**src/rtl/mem_stage_pkg.sv**
```systemverilog
// Shared widths, load-control bit indices and the EX->MEM payload layout for the memory stage.
package mem_stage_pkg;

  localparam int EXREG_W  = 141;
  localparam int MEMREG_W = 70;
  localparam int BYP_W    = 38;

  // ld_ctrl is one-hot: {ld_w, ld_hu, ld_h, ld_bu, ld_b}
  localparam int LD_B  = 0;
  localparam int LD_BU = 1;
  localparam int LD_H  = 2;
  localparam int LD_HU = 3;
  localparam int LD_W  = 4;

  typedef struct packed {
    logic        mul;
    logic [31:0] mul_result;
    logic [31:0] ex_result;
    logic [31:0] rkd_value;
    logic [4:0]  ld_ctrl;
    logic        rf_we;
    logic        res_from_mem;
    logic [4:0]  rf_waddr;
    logic [31:0] pc;
  } ex_bus_t;

endpackage

```
**src/rtl/mem_ld_align.sv**
```systemverilog
// Load data extraction: picks the addressed byte/half/word from the read word and extends it.
module mem_ld_align
  import mem_stage_pkg::*;
(
  input  logic [31:0] rword,
  input  logic [1:0]  off,
  input  logic [4:0]  ld_ctrl,
  output logic [31:0] load_val
);

  logic [7:0]  byte_v;
  logic [15:0] half_v;

  always_comb begin
    case (off)
      2'd0:    byte_v = rword[7:0];
      2'd1:    byte_v = rword[15:8];
      2'd2:    byte_v = rword[23:16];
      default: byte_v = rword[31:24];
    endcase
    half_v = off[1] ? rword[31:16] : rword[15:0];
  end

  // An all-zero ld_ctrl on a load is illegal upstream; it simply yields zero.
  always_comb begin
    load_val = 32'h0;
    if (ld_ctrl[LD_W])       load_val = rword;
    else if (ld_ctrl[LD_HU]) load_val = {16'h0, half_v};
    else if (ld_ctrl[LD_H])  load_val = {{16{half_v[15]}}, half_v};
    else if (ld_ctrl[LD_BU]) load_val = {24'h0, byte_v};
    else if (ld_ctrl[LD_B])  load_val = {{24{byte_v[7]}}, byte_v};
  end

endmodule

```
**src/rtl/mem_stage.sv**
```systemverilog
// Memory-access pipeline stage: EX->MEM register, SRAM read-data hold buffer, load alignment,
// result select, and the bypass/WB buses.
module mem_stage
  import mem_stage_pkg::*;
(
  input  logic                clk,
  input  logic                resetn,
  input  logic                EXreg_valid,
  input  logic                EX_ready_go,
  input  logic [EXREG_W-1:0]  EXreg_bus,
  output logic                MEM_allow_in,
  input  logic                WB_allow_in,
  input  logic [31:0]         data_sram_rdata,
  output logic [BYP_W-1:0]    MEM_bypass_bus,
  output logic                MEMreg_valid,
  output logic [MEMREG_W-1:0] MEMreg_bus
);

  // Handshake: an instruction moves EX->MEM when EXreg_valid & EX_ready_go & MEM_allow_in,
  // and leaves MEM when mem_valid & mem_ready_go & WB_allow_in; neither side may retract valid.
  logic        mem_ready_go;
  logic        mem_valid;
  logic        first_cyc;
  logic        rbuf_valid;
  logic [31:0] rbuf;
  ex_bus_t     ex_in;
  ex_bus_t     ex_q;
  logic        ex_accept;
  logic        mem_leave;
  logic [31:0] rword;
  logic [31:0] load_val;
  logic [31:0] result;
  logic        rf_we_out;
  logic        unused_ok;

  assign mem_ready_go = 1'b1;
  assign ex_in        = ex_bus_t'(EXreg_bus);
  assign MEM_allow_in = ~mem_valid | (mem_ready_go & WB_allow_in);
  assign ex_accept    = EXreg_valid & EX_ready_go & MEM_allow_in;
  assign mem_leave    = mem_valid & mem_ready_go & WB_allow_in;

  always_ff @(posedge clk or negedge resetn) begin
    if (!resetn) begin
      mem_valid <= 1'b0;
      first_cyc <= 1'b0;
      ex_q      <= '0;
    end else begin
      if (MEM_allow_in) mem_valid <= EXreg_valid & EX_ready_go;
      if (ex_accept)    ex_q      <= ex_in;
      first_cyc <= ex_accept & ex_in.res_from_mem;
    end
  end

  // SRAM rdata is only valid in a load's first MEM cycle; hold it if WB stalls us then.
  always_ff @(posedge clk or negedge resetn) begin
    if (!resetn) begin
      rbuf_valid <= 1'b0;
      rbuf       <= 32'h0;
    end else if (mem_valid & first_cyc & ex_q.res_from_mem & ~WB_allow_in) begin
      rbuf_valid <= 1'b1;
      rbuf       <= data_sram_rdata;
    end else if (mem_leave) begin
      rbuf_valid <= 1'b0;
    end
  end

  assign rword = rbuf_valid ? rbuf : data_sram_rdata;

  mem_ld_align u_ld_align (
    .rword    (rword),
    .off      (ex_q.ex_result[1:0]),
    .ld_ctrl  (ex_q.ld_ctrl),
    .load_val (load_val)
  );

  always_comb begin
    result = ex_q.ex_result;
    if (ex_q.res_from_mem) result = load_val;
    else if (ex_q.mul)     result = ex_q.mul_result;
  end

  assign rf_we_out      = ex_q.rf_we & mem_valid;
  assign MEMreg_valid   = mem_valid;
  assign MEMreg_bus     = {rf_we_out, ex_q.rf_waddr, result, ex_q.pc};
  assign MEM_bypass_bus = {ex_q.rf_waddr, rf_we_out, result};

  // Store data is consumed by EX when issuing the SRAM write, not here.
  assign unused_ok = ^ex_q.rkd_value;

endmodule

```
**config.mk**
```make
export PLATFORM = sky130hd
export DESIGN_NAME = mem_stage
export DESIGN_NICKNAME = d
export VERILOG_FILES = /design/src/rtl/mem_stage_pkg.sv /design/src/rtl/mem_ld_align.sv /design/src/rtl/mem_stage.sv
export SDC_FILE = /design/constraint.sdc
export NUM_CORES = 1
export LEC_CHECK = 0
export BUFFER_PORTS_ARGS = -buffer_cell sky130_fd_sc_hd__buf_2
export CAP_MARGIN = 20
export CELL_PAD_IN_SITES_DETAIL_PLACEMENT = 1
export CELL_PAD_IN_SITES_GLOBAL_PLACEMENT = 1
export CORE_ASPECT_RATIO = 1.2
export CORE_MARGIN = 10
export CORE_UTILIZATION = 38
export DETAILED_ROUTE_END_ITERATION = 10
export GPL_ROUTABILITY_DRIVEN = 0
export PLACE_DENSITY = 0.85
export SLEW_MARGIN = 10
export SYNTH_ARGS = -nofsm -noshare
export SYNTH_HDL_FRONTEND = slang
export SYNTH_SLANG_ARGS = --single-unit
```
**constraint.sdc**
```tcl
create_clock -name clk -period 2.45 [get_ports clk]
set_input_delay 0.3675 -clock clk [delete_from_list [all_inputs] [get_ports clk]]
set_output_delay 0.3675 -clock clk [all_outputs]
set_load 0.02 [all_outputs]
```
* After elaboration in Yosys (flattened, before gate mapping)
Cells that the tools add are included.
Widths: inputs -> output; s select.
** Word-level totals
- Bits in registers :: 144
- Input bits :: 178
- Output and inout port bits :: 110
- Word-level logic and storage cells :: 39
** Operators by class
- Eq/ne operators :: 2
- Multiplexer cells :: 12
- Bitwise gates (word level) :: 11
- Reduce and logical (&&, ||, !) cells :: 2
** Operator list (number)
- $mux 32 :: 8
- $pmux 8 s3 :: 1
- $mux 16 :: 1
- $and 1x1->1 :: 8
- $eq 2x1->1 const B :: 1
- $eq 2x2->1 const B :: 1
- $logic_not 2->1 :: 1
- $mux 1 :: 2
- $not 1->1 :: 2
- $reduce_bool 2->1 :: 1
- $or 1x1->1 :: 1

* Depth between registers and ports, before layout
Gate-level depths: netlist (run 1).
- Depth in word-level cells :: 8
- Gate-level depth with buffers :: 7
- Gate-level depth less buffers :: 4

* Cells and area by module
From an unflattened synthesis (run 1), not the netlist that was laid out.
** Second synthesis, totals
- Cells, all modules :: 639
- Area total of the unflattened synthesis :: 8245.4 um2
** By module, submodules not included
- mem_stage :: times used 1, cells an instance 528, area an instance 7367.1 um2, sequential area each 3603.5 um2
- mem_ld_align :: times used 1, cells an instance 111, area an instance 878.3 um2, sequential area each 0.0 um2

* Least setup slack after synthesis (run 1)
No wires, ideal clock.
- Path kind :: register to output
- Start :: register ex_q[76] in the netlist's numbering
- End :: output port MEMreg_bus[32]
- Data arrival time :: 2.059 ns
- Data required time :: 2.082 ns
- Setup slack :: 0.023 ns
- Stages on the path, launching flop included :: 7
- Path buffers :: 2
- Cells stage by stage :: dfrtp_1 > buf_2 > nor3b_1 > a21oi_1 > o22a_1 > o21ai_0 > buf_4
** Between the ends
- Word-level cells in the longest chain between the ends :: 8
- Elaborated cells on any way between the ends :: 11
- Classes of those cells :: eq/ne: 2; mux: 8; reduce/logical: 1
** Ends and longest elaborated chain
- start, declared :: line mem_stage.sv:27 : ex_bus_t ex_q;
- start signal, assigned :: line mem_stage.sv:49 : if (ex_accept) ex_q <= ex_in;
- $eq 2x2->1, or another cell as far along :: line mem_ld_align.sv:15 : case (off)
- $pmux 8 s3 :: line mem_ld_align.sv:15
- $mux 32 :: line mem_ld_align.sv:31 : else if (ld_ctrl[LD_B]) load_val = {{24{byte_v[7]}}, byte_v};
- $mux 32 :: line mem_ld_align.sv:30 : else if (ld_ctrl[LD_BU]) load_val = {24'h0, byte_v};
- $mux 32 :: line mem_ld_align.sv:29 : else if (ld_ctrl[LD_H]) load_val = {{16{half_v[15]}}, half_v};
- $mux 32 :: line mem_ld_align.sv:28 : else if (ld_ctrl[LD_HU]) load_val = {16'h0, half_v};
- $mux 32 :: line mem_ld_align.sv:27 : if (ld_ctrl[LD_W]) load_val = rword;
- $mux 32 (*) :: line mem_stage.sv:78 : if (ex_q.res_from_mem) result = load_val;
- end, declared :: line mem_stage.sv:16 : output logic [MEMREG_W-1:0] MEMreg_bus
Every way passes the cells marked *; elsewhere a longest branch is shown, timed or not.

* Worst setup path after layout (run 1)
- Start :: register rbuf_valid
- End :: output port MEM_bypass_bus[19]
** Between the ends
- Word-level cells in the longest chain between the ends :: 8
- Elaborated cells on any way between the ends :: 9
- Classes of those cells :: mux: 9
** Ends and longest elaborated chain
- start, declared :: line mem_stage.sv:24 : logic rbuf_valid;
- start signal, assigned :: line mem_stage.sv:57 : rbuf_valid <= 1'b0;
- start signal, assigned :: line mem_stage.sv:60 : rbuf_valid <= 1'b1;
- start signal, assigned :: line mem_stage.sv:63 : rbuf_valid <= 1'b0;
- $mux 32 (*) :: line mem_stage.sv:67 : assign rword = rbuf_valid ? rbuf : data_sram_rdata;
- $pmux 8 s3 :: line mem_ld_align.sv:15
- $mux 32 :: line mem_ld_align.sv:31
- $mux 32 :: line mem_ld_align.sv:30
- $mux 32 :: line mem_ld_align.sv:29
- $mux 32 :: line mem_ld_align.sv:28
- $mux 32 (*) :: line mem_ld_align.sv:27
- $mux 32 (*) :: line mem_stage.sv:78
- end, declared :: line mem_stage.sv:14 : output logic [BYP_W-1:0] MEM_bypass_bus,
Marked as above.

==> qor.yml, run 1 <==
grt_pass1_wl_um: 38700
die_h_um: 175
synth_edf_count: 0
p_total_mw: 9.57
reg2reg_depth: 4
setup_viol: 64
fin_cells: 1105
post-place-ws_ns: 0.0164
synth_simple_gate_area_frac: 0.0415
ys_seq_area_frac: 0.474
worstPathRequired_ns: 2.08
startpoint: "rbuf_valid"
post-route-period-util: 1.15
fin_crit_ns: 2.82
areaGrowthSynthToFinish_pct: 36.5
maxCapViolCount: 0
powerDensity_nw_per_um2: 923
fillCellCount: 2052
rr_endpoint: "ex_q[81]"
p_leak_nw: 4.69
muxShareOfSynthArea: 0.302
vias: 5823
hold_viol_final: 0
synth_flop_cell: "dfrtp_1"
finalMaxSlewViolations: 0
grtUsageTotal: 0.193
initial_core_util: 0.387
drive_above_1_share: 0.681
grt_max_degree: 55
r2r_start: "MEMreg_valid"
yosys_warnings: 0
multi_input_area_um2: 3720
grt_overflow_total: 0
seq_area_um2: 3610
worst_slew_pin_slew_ns: 0.653
netlist_area_um2: 7600
row_count: 56
yosys.area_share.adder: 0
ys_async_sr_fraction: 1.00
initialDrtViolationCount: 275
violations: "setup timing"
port-buffer-count: 255
clkLatencyLatePin_ns: 0.43
synthXorXnorAreaFrac: 0
reg2reg_slack_ns: 0.57
whs_ns: 0.170
cp_max_fo: 6
place_inst: 1050
ios: 288
cts_buffers: 17
cts_sinks: 144
status: "complete, but fails checks"
rsz0062_at_grt: "true"
htreeDepth: 4
layout_commonest_cell: "buf_2"
vias_per_cell: 5.27
grt_pass1_vias: 6442
end_kind: "output port"
dieArea_um2: 26100
antenna_found_initial: 10
synthCells: 622
clockBufferDepth: 2
max_freq_ghz: 0.354
fin_skew_ns: 0.00733
dieWidth_um: 149
crit_path_end: "MEM_bypass_bus[19]"
synth_seq_cells: 144
cp.arrival_ns: 2.45
hold_path.class: "input port to register"
synth_top_family_by_area: "multiplexers"
synth-compound-area-share: 0.0832
layout_common_cells: "buf_2 (199), mux2_2 (165), dfrtp_1 (141), buf_4 (44), buf_6 (42)"
drtAntennaViolNets: 0
wl_per_cell_um: 24.6
max_slew_margin: 0.562
critPathLaunchType: "register"
dr.pass1.iters: 4
coreArea_um2: 19600
avgSynthCellArea_um2: 12.2
nets: 1006
cts_tree: "built"
dp_hpwl_um: 18800
synth_cell_types: 34
clockRootBuffer: "clkbuf_16"
vdd_drop_max_mv: 0.503
hp-start: "EXreg_bus[38]"
clk_pin_slew_ns: 0.06
drc_errors: 0
drt_wl_total_um: 27100
fin_ws_ns: -0.372
path_class: "register to output port"
syn-num-nets: 800
==> metrics by stage <==
step | area (µm²) | util | setup TNS (ns)
after floorplan | 7600 | - | 0
after global placement | 8790 | 0.448 | 0
after detailed placement | 8790 | 0.448 | 0
after CTS | 9950 | 0.507 | -17.47
after global routing | 10400 | 0.528 | -21.30
final | 10400 | 0.529 | -17.94
==> cell type report <==
class / instances / area share
Inverter: 1 / 0.000362
Clock buffer: 20 / 0.0450
Sequential cell: 144 / 0.348
Timing Repair Buffer: 301 / 0.205
Multi-Input combinational cell: 363 / 0.359
Clock inverter: 10 / 0.0109
Tap cell: 261 / 0.0315
Antenna cell: 5 / 0.00121
==> metal layers <==
metal | share of wire | GRT usage | vias to the layer above
li1 | - | - | 2579
met1 | 0.36 | 0.208 | 2966
met2 | 0.53 | 0.330 | 216
met3 | 0.081 | 0.0760 | 52
met4 | 0.026 | 0.0819 | 10
met5 | 0.0025 | 0 | -
==> worst min-delay path by stage <==
stage	slack, ns	to	depth (start not counted)
6_report	0.17	ex_q[38]	2
5_1_grt	0.16	MEMreg_bus[15]	2
4_1_cts	0.15	ex_q[137]	2
3_5_place_dp	0.34	MEMreg_bus[17]	1
3_3_place_gp	0.33	MEMreg_bus[20]	1
2_1_floorplan	0.07	MEM_bypass_bus[33]	0
==> where the power goes <==
part           switching [mW]  internal (mW)
clock network            1.03           1.56
registers               0.290           2.83
logic                    2.10           1.75
==> Yosys cell counts, drive strengths merged (3+ instances only) <==
cell type / n / area (µm²)
a211oi: 14 / 105
a21oi: 20 / 111
a31oi: 13 / 81.3
and2: 3 / 18.8
buf: 100 / 693
clkbuf: 15 / 56.3
dfrtp: 144 / 3600
mux2: 186 / 2090
mux2i: 13 / 130
mux4: 3 / 67.6
nand2: 31 / 116
nor2: 5 / 18.8
nor2b: 18 / 113
o21ai: 16 / 83.8
o22a: 13 / 114
o22ai: 11 / 68.8
==> logic make-up after synthesis <==
logic type             after synthesis
and+or+nand+nor                     65
AOI/OAI and AO/OA                   95
muxes                              202
buffers and inverters              116
DFF                                144
==> registers in the layout, indices dropped and copies added, names as in the netlist <==
| register | cells |
|---|---|
| first_cyc | 1 |
| MEM_bypass_bus | 5 |
| MEMreg_bus | 32 |
| ex_q | 72 |
| rbuf_valid | 1 |
| MEMreg_valid | 1 |
| rbuf | 32 |
==> worst max-delay path, cell delays in order (launching register included) <==
cell	delay [ns]
dfrtp_2	0.45
buf_12	0.15
mux2_4	0.33
a22o_2	0.30
o21ai_4	0.26
clkbuf_16	0.22
a31oi_1	0.12
buf_2	0.19
==> what timing repair did <==
action                                  in CTS  in global routing
resized for setup                          132                 76
endpoints found under the setup margin      64                 64
setup buffers                                8                  9
cloned                                       3                  2
pin swaps                                   11                 16
endpoints found under the hold margin       45                  0
hold buffers                                 1                  0
Power figures use the tool's default switching activity.
==> run 2: changes to the inputs <==
--- a/config.mk
+++ b/config.mk
@@ -5,7 +5,7 @@
 export SDC_FILE = /design/constraint.sdc
 export NUM_CORES = 1
 export LEC_CHECK = 0
-export BUFFER_PORTS_ARGS = -buffer_cell sky130_fd_sc_hd__buf_2
+export BUFFER_PORTS_ARGS = -buffer_cell sky130_fd_sc_hd__buf_4
 export CAP_MARGIN = 20
 export CELL_PAD_IN_SITES_DETAIL_PLACEMENT = 1
 export CELL_PAD_IN_SITES_GLOBAL_PLACEMENT = 1
==> run 2 against run 1 <==
The run still ends with setup timing left; design area increased by 4.1%; flip-flop and latch count is the same; fmax hardly changed; first-iteration DRC count is 13% higher; critical path depth unchanged; clock power grew 4%; non-clock buffer count unchanged; sequential share of layout area decreased by 1.4 points; hold slack improved by 0.0039 ns; worst setup slack improved by 0.0011 ns; largest cell class unchanged.
==> qor.yml, run 2 (synthesis results as in run 1) <==
dieArea_um2: 26100
multi_input_area_um2: 3670
hp-start: "EXreg_bus[86]"
end_kind: "output port"
final_util: 0.550
drive_above_1_share: 0.682
port-buffer-count: 255
fillCellCount: 2003
maxCapViolCount: 0
grtUsageTotal: 0.187
reg2reg_depth: 4
initial_core_util: 0.387
cp_max_fo: 8
worstPathRequired_ns: 2.08
r2r_start: "MEMreg_valid"
ios: 288
rsz0062_at_grt: "true"
max_slew_margin: 0.545
cts_sinks: 144
grt_pass1_vias: 6369
die_h_um: 175
path_class: "register to output port"
grt_overflow_total: 0
finalMaxSlewViolations: 0
hold_end: "ex_q[86]"
clk_pin_slew_ns: 0.06
p_sw_frac: 0.349
reg2reg_slack_ns: 0.59
hold_viol_final: 0
antenna_found_initial: 4
areaGrowthSynthToFinish_pct: 42.1
p_leak_nw: 4.86
cp.arrival_ns: 2.45
htreeDepth: 4
seq_area_um2: 3610
vdd_drop_max_mv: 0.498
grt_max_degree: 71
critPathLaunchType: "register"
nets: 1005
vias_per_cell: 5.33
drtAntennaViolNets: 0
clkLatencyLatePin_ns: 0.42
post-place-ws_ns: 0.0424
power_frac_comb: 0.407
dieWidth_um: 149
layout_commonest_cell: "buf_4"
largest_reg_flops: 72
initialDrtViolationCount: 311
worst_slew_pin_slew_ns: 0.678
cts_tree: "built"
clockBufferDepth: 2
fin_ws_ns: -0.371
setup_viol: 64
p_switching_mw: 3.43
fin_crit_ns: 2.82
rr_endpoint: "MEMreg_bus[20]"
grt_pass1_wl_um: 37400
p_int_mw: 6.39
drt_wl_total_um: 27500
vias: 5881
largest-register: "ex_q"
drc_errors: 0
tns_ns: -18.20
hold_path.class: "input port to register"
max_freq_ghz: 0.355
layout_common_cells: "buf_4 (246), mux2_2 (166), dfrtp_1 (140), buf_6 (43), nand2_1 (30)"
coreArea_um2: 19600
wl_per_cell_um: 24.9
row_count: 56
violations: "setup timing"
dp_hpwl_um: 18800
clock_power_share: 0.274
dr.pass1.iters: 4
fin_skew_ns: 0.0129
status: "complete, but fails checks"
seqPwrFrac: 0.319
post-route-period-util: 1.15
cts_buffers: 17
clockRootBuffer: "clkbuf_16"
whs_path_depth: 2
powerDensity_nw_per_um2: 910
[run 2: changes by cell type in the layout (fill, tap and decap cells not counted), moves of 3 or more]
cell | previous run | this run
a21oi_2 | 8 | 12
clkinvlp_4 | 5 | 2
buf_12 | 11 | 8
a21oi_4 | 6 | 2
buf_4 | 44 | 246
buf_2 | 199 | 0
a31oi_2 | 2 | 5
a31oi_4 | 7 | 3
[run 2: metal layers]
layer / routed length (µm) / part of all wire / global-route usage
met4: 993 / 0.036 / 0.0749
met3: 2210 / 0.081 / 0.0781
met2: 14400 / 0.53 / 0.325
met1: 9780 / 0.36 / 0.195
met5: 27 / 0.00098 / 0
[run 2: cell type report]
cell class	count	share of cell area
multi-input combinational	362	0.340
sequential	144	0.334
timing repair buffer	301	0.238
clock buffer	21	0.0436
tap	261	0.0303
clock inverter	10	0.0124
antenna	4	0.000928
inverter	1	0.000348
[run 2: through the flow]
| step | total power, mW | std cells | instance area (µm²) | hold WS [ns] |
|---|---|---|---|---|
| floorplan | 5.35 | 622 | 7600 | 0.0719 |
| global placement | 6.37 | 1053 | 9410 | 0.439 |
| detailed placement | 6.48 | 1053 | 9410 | 0.440 |
| CTS | 9.41 | 1088 | 10200 | 0.161 |
| global route | 10.2 | 1101 | 10800 | 0.160 |
| finish | 9.82 | 1104 | 10800 | 0.174 |
[run 2: repair_timing]
item                                   in CTS  in global routing
endpoints found under the hold margin      54                  0
setup buffers                               3                 11
resized for setup                          58                 89
pin swaps                                   3                 16
setup endpoints to repair                  64                 64
hold buffers                                1                  0
cloned                                      0                  2
[run 2: worst max-delay path by stage]
| stage | from | endpoint | slack (ns) | depth (start not counted) |
|---|---|---|---|---|
| 5_1_grt | rbuf_valid | MEM_bypass_bus[10] | -0.41 | 7 |
| 3_5_place_dp | rbuf_valid | MEM_bypass_bus[16] | 0.04 | 6 |
| 2_1_floorplan | ex_q[76] | MEMreg_bus[32] | 0.02 | 6 |
| 4_1_cts | rbuf_valid | MEMreg_bus[47] | -0.34 | 7 |
| 6_report | rbuf_valid | MEM_bypass_bus[15] | -0.37 | 7 |
| 3_3_place_gp | rbuf_valid | MEMreg_bus[60] | 0.04 | 6 |
[run 2: power by group through the flow]
stage                     Sequential (mW)  Clock (mW)  Combinational (mW)
after global placement               3.10           0                3.27
after global routing                 3.19        2.85                4.18
final                                3.13        2.69                4.00
after CTS                            3.11        2.76                3.53
after detailed placement             3.14           0                3.34
after floorplan                      3.02           0                2.33
[run 2: worst max-delay path, stage by stage, from the launching register on]
cell     delay (ns)
dfrtp_2        0.44
buf_12         0.15
mux2_4         0.33
mux4_2         0.53
a21oi_4        0.17
buf_12         0.16
a21oi_2        0.10
buf_6          0.15
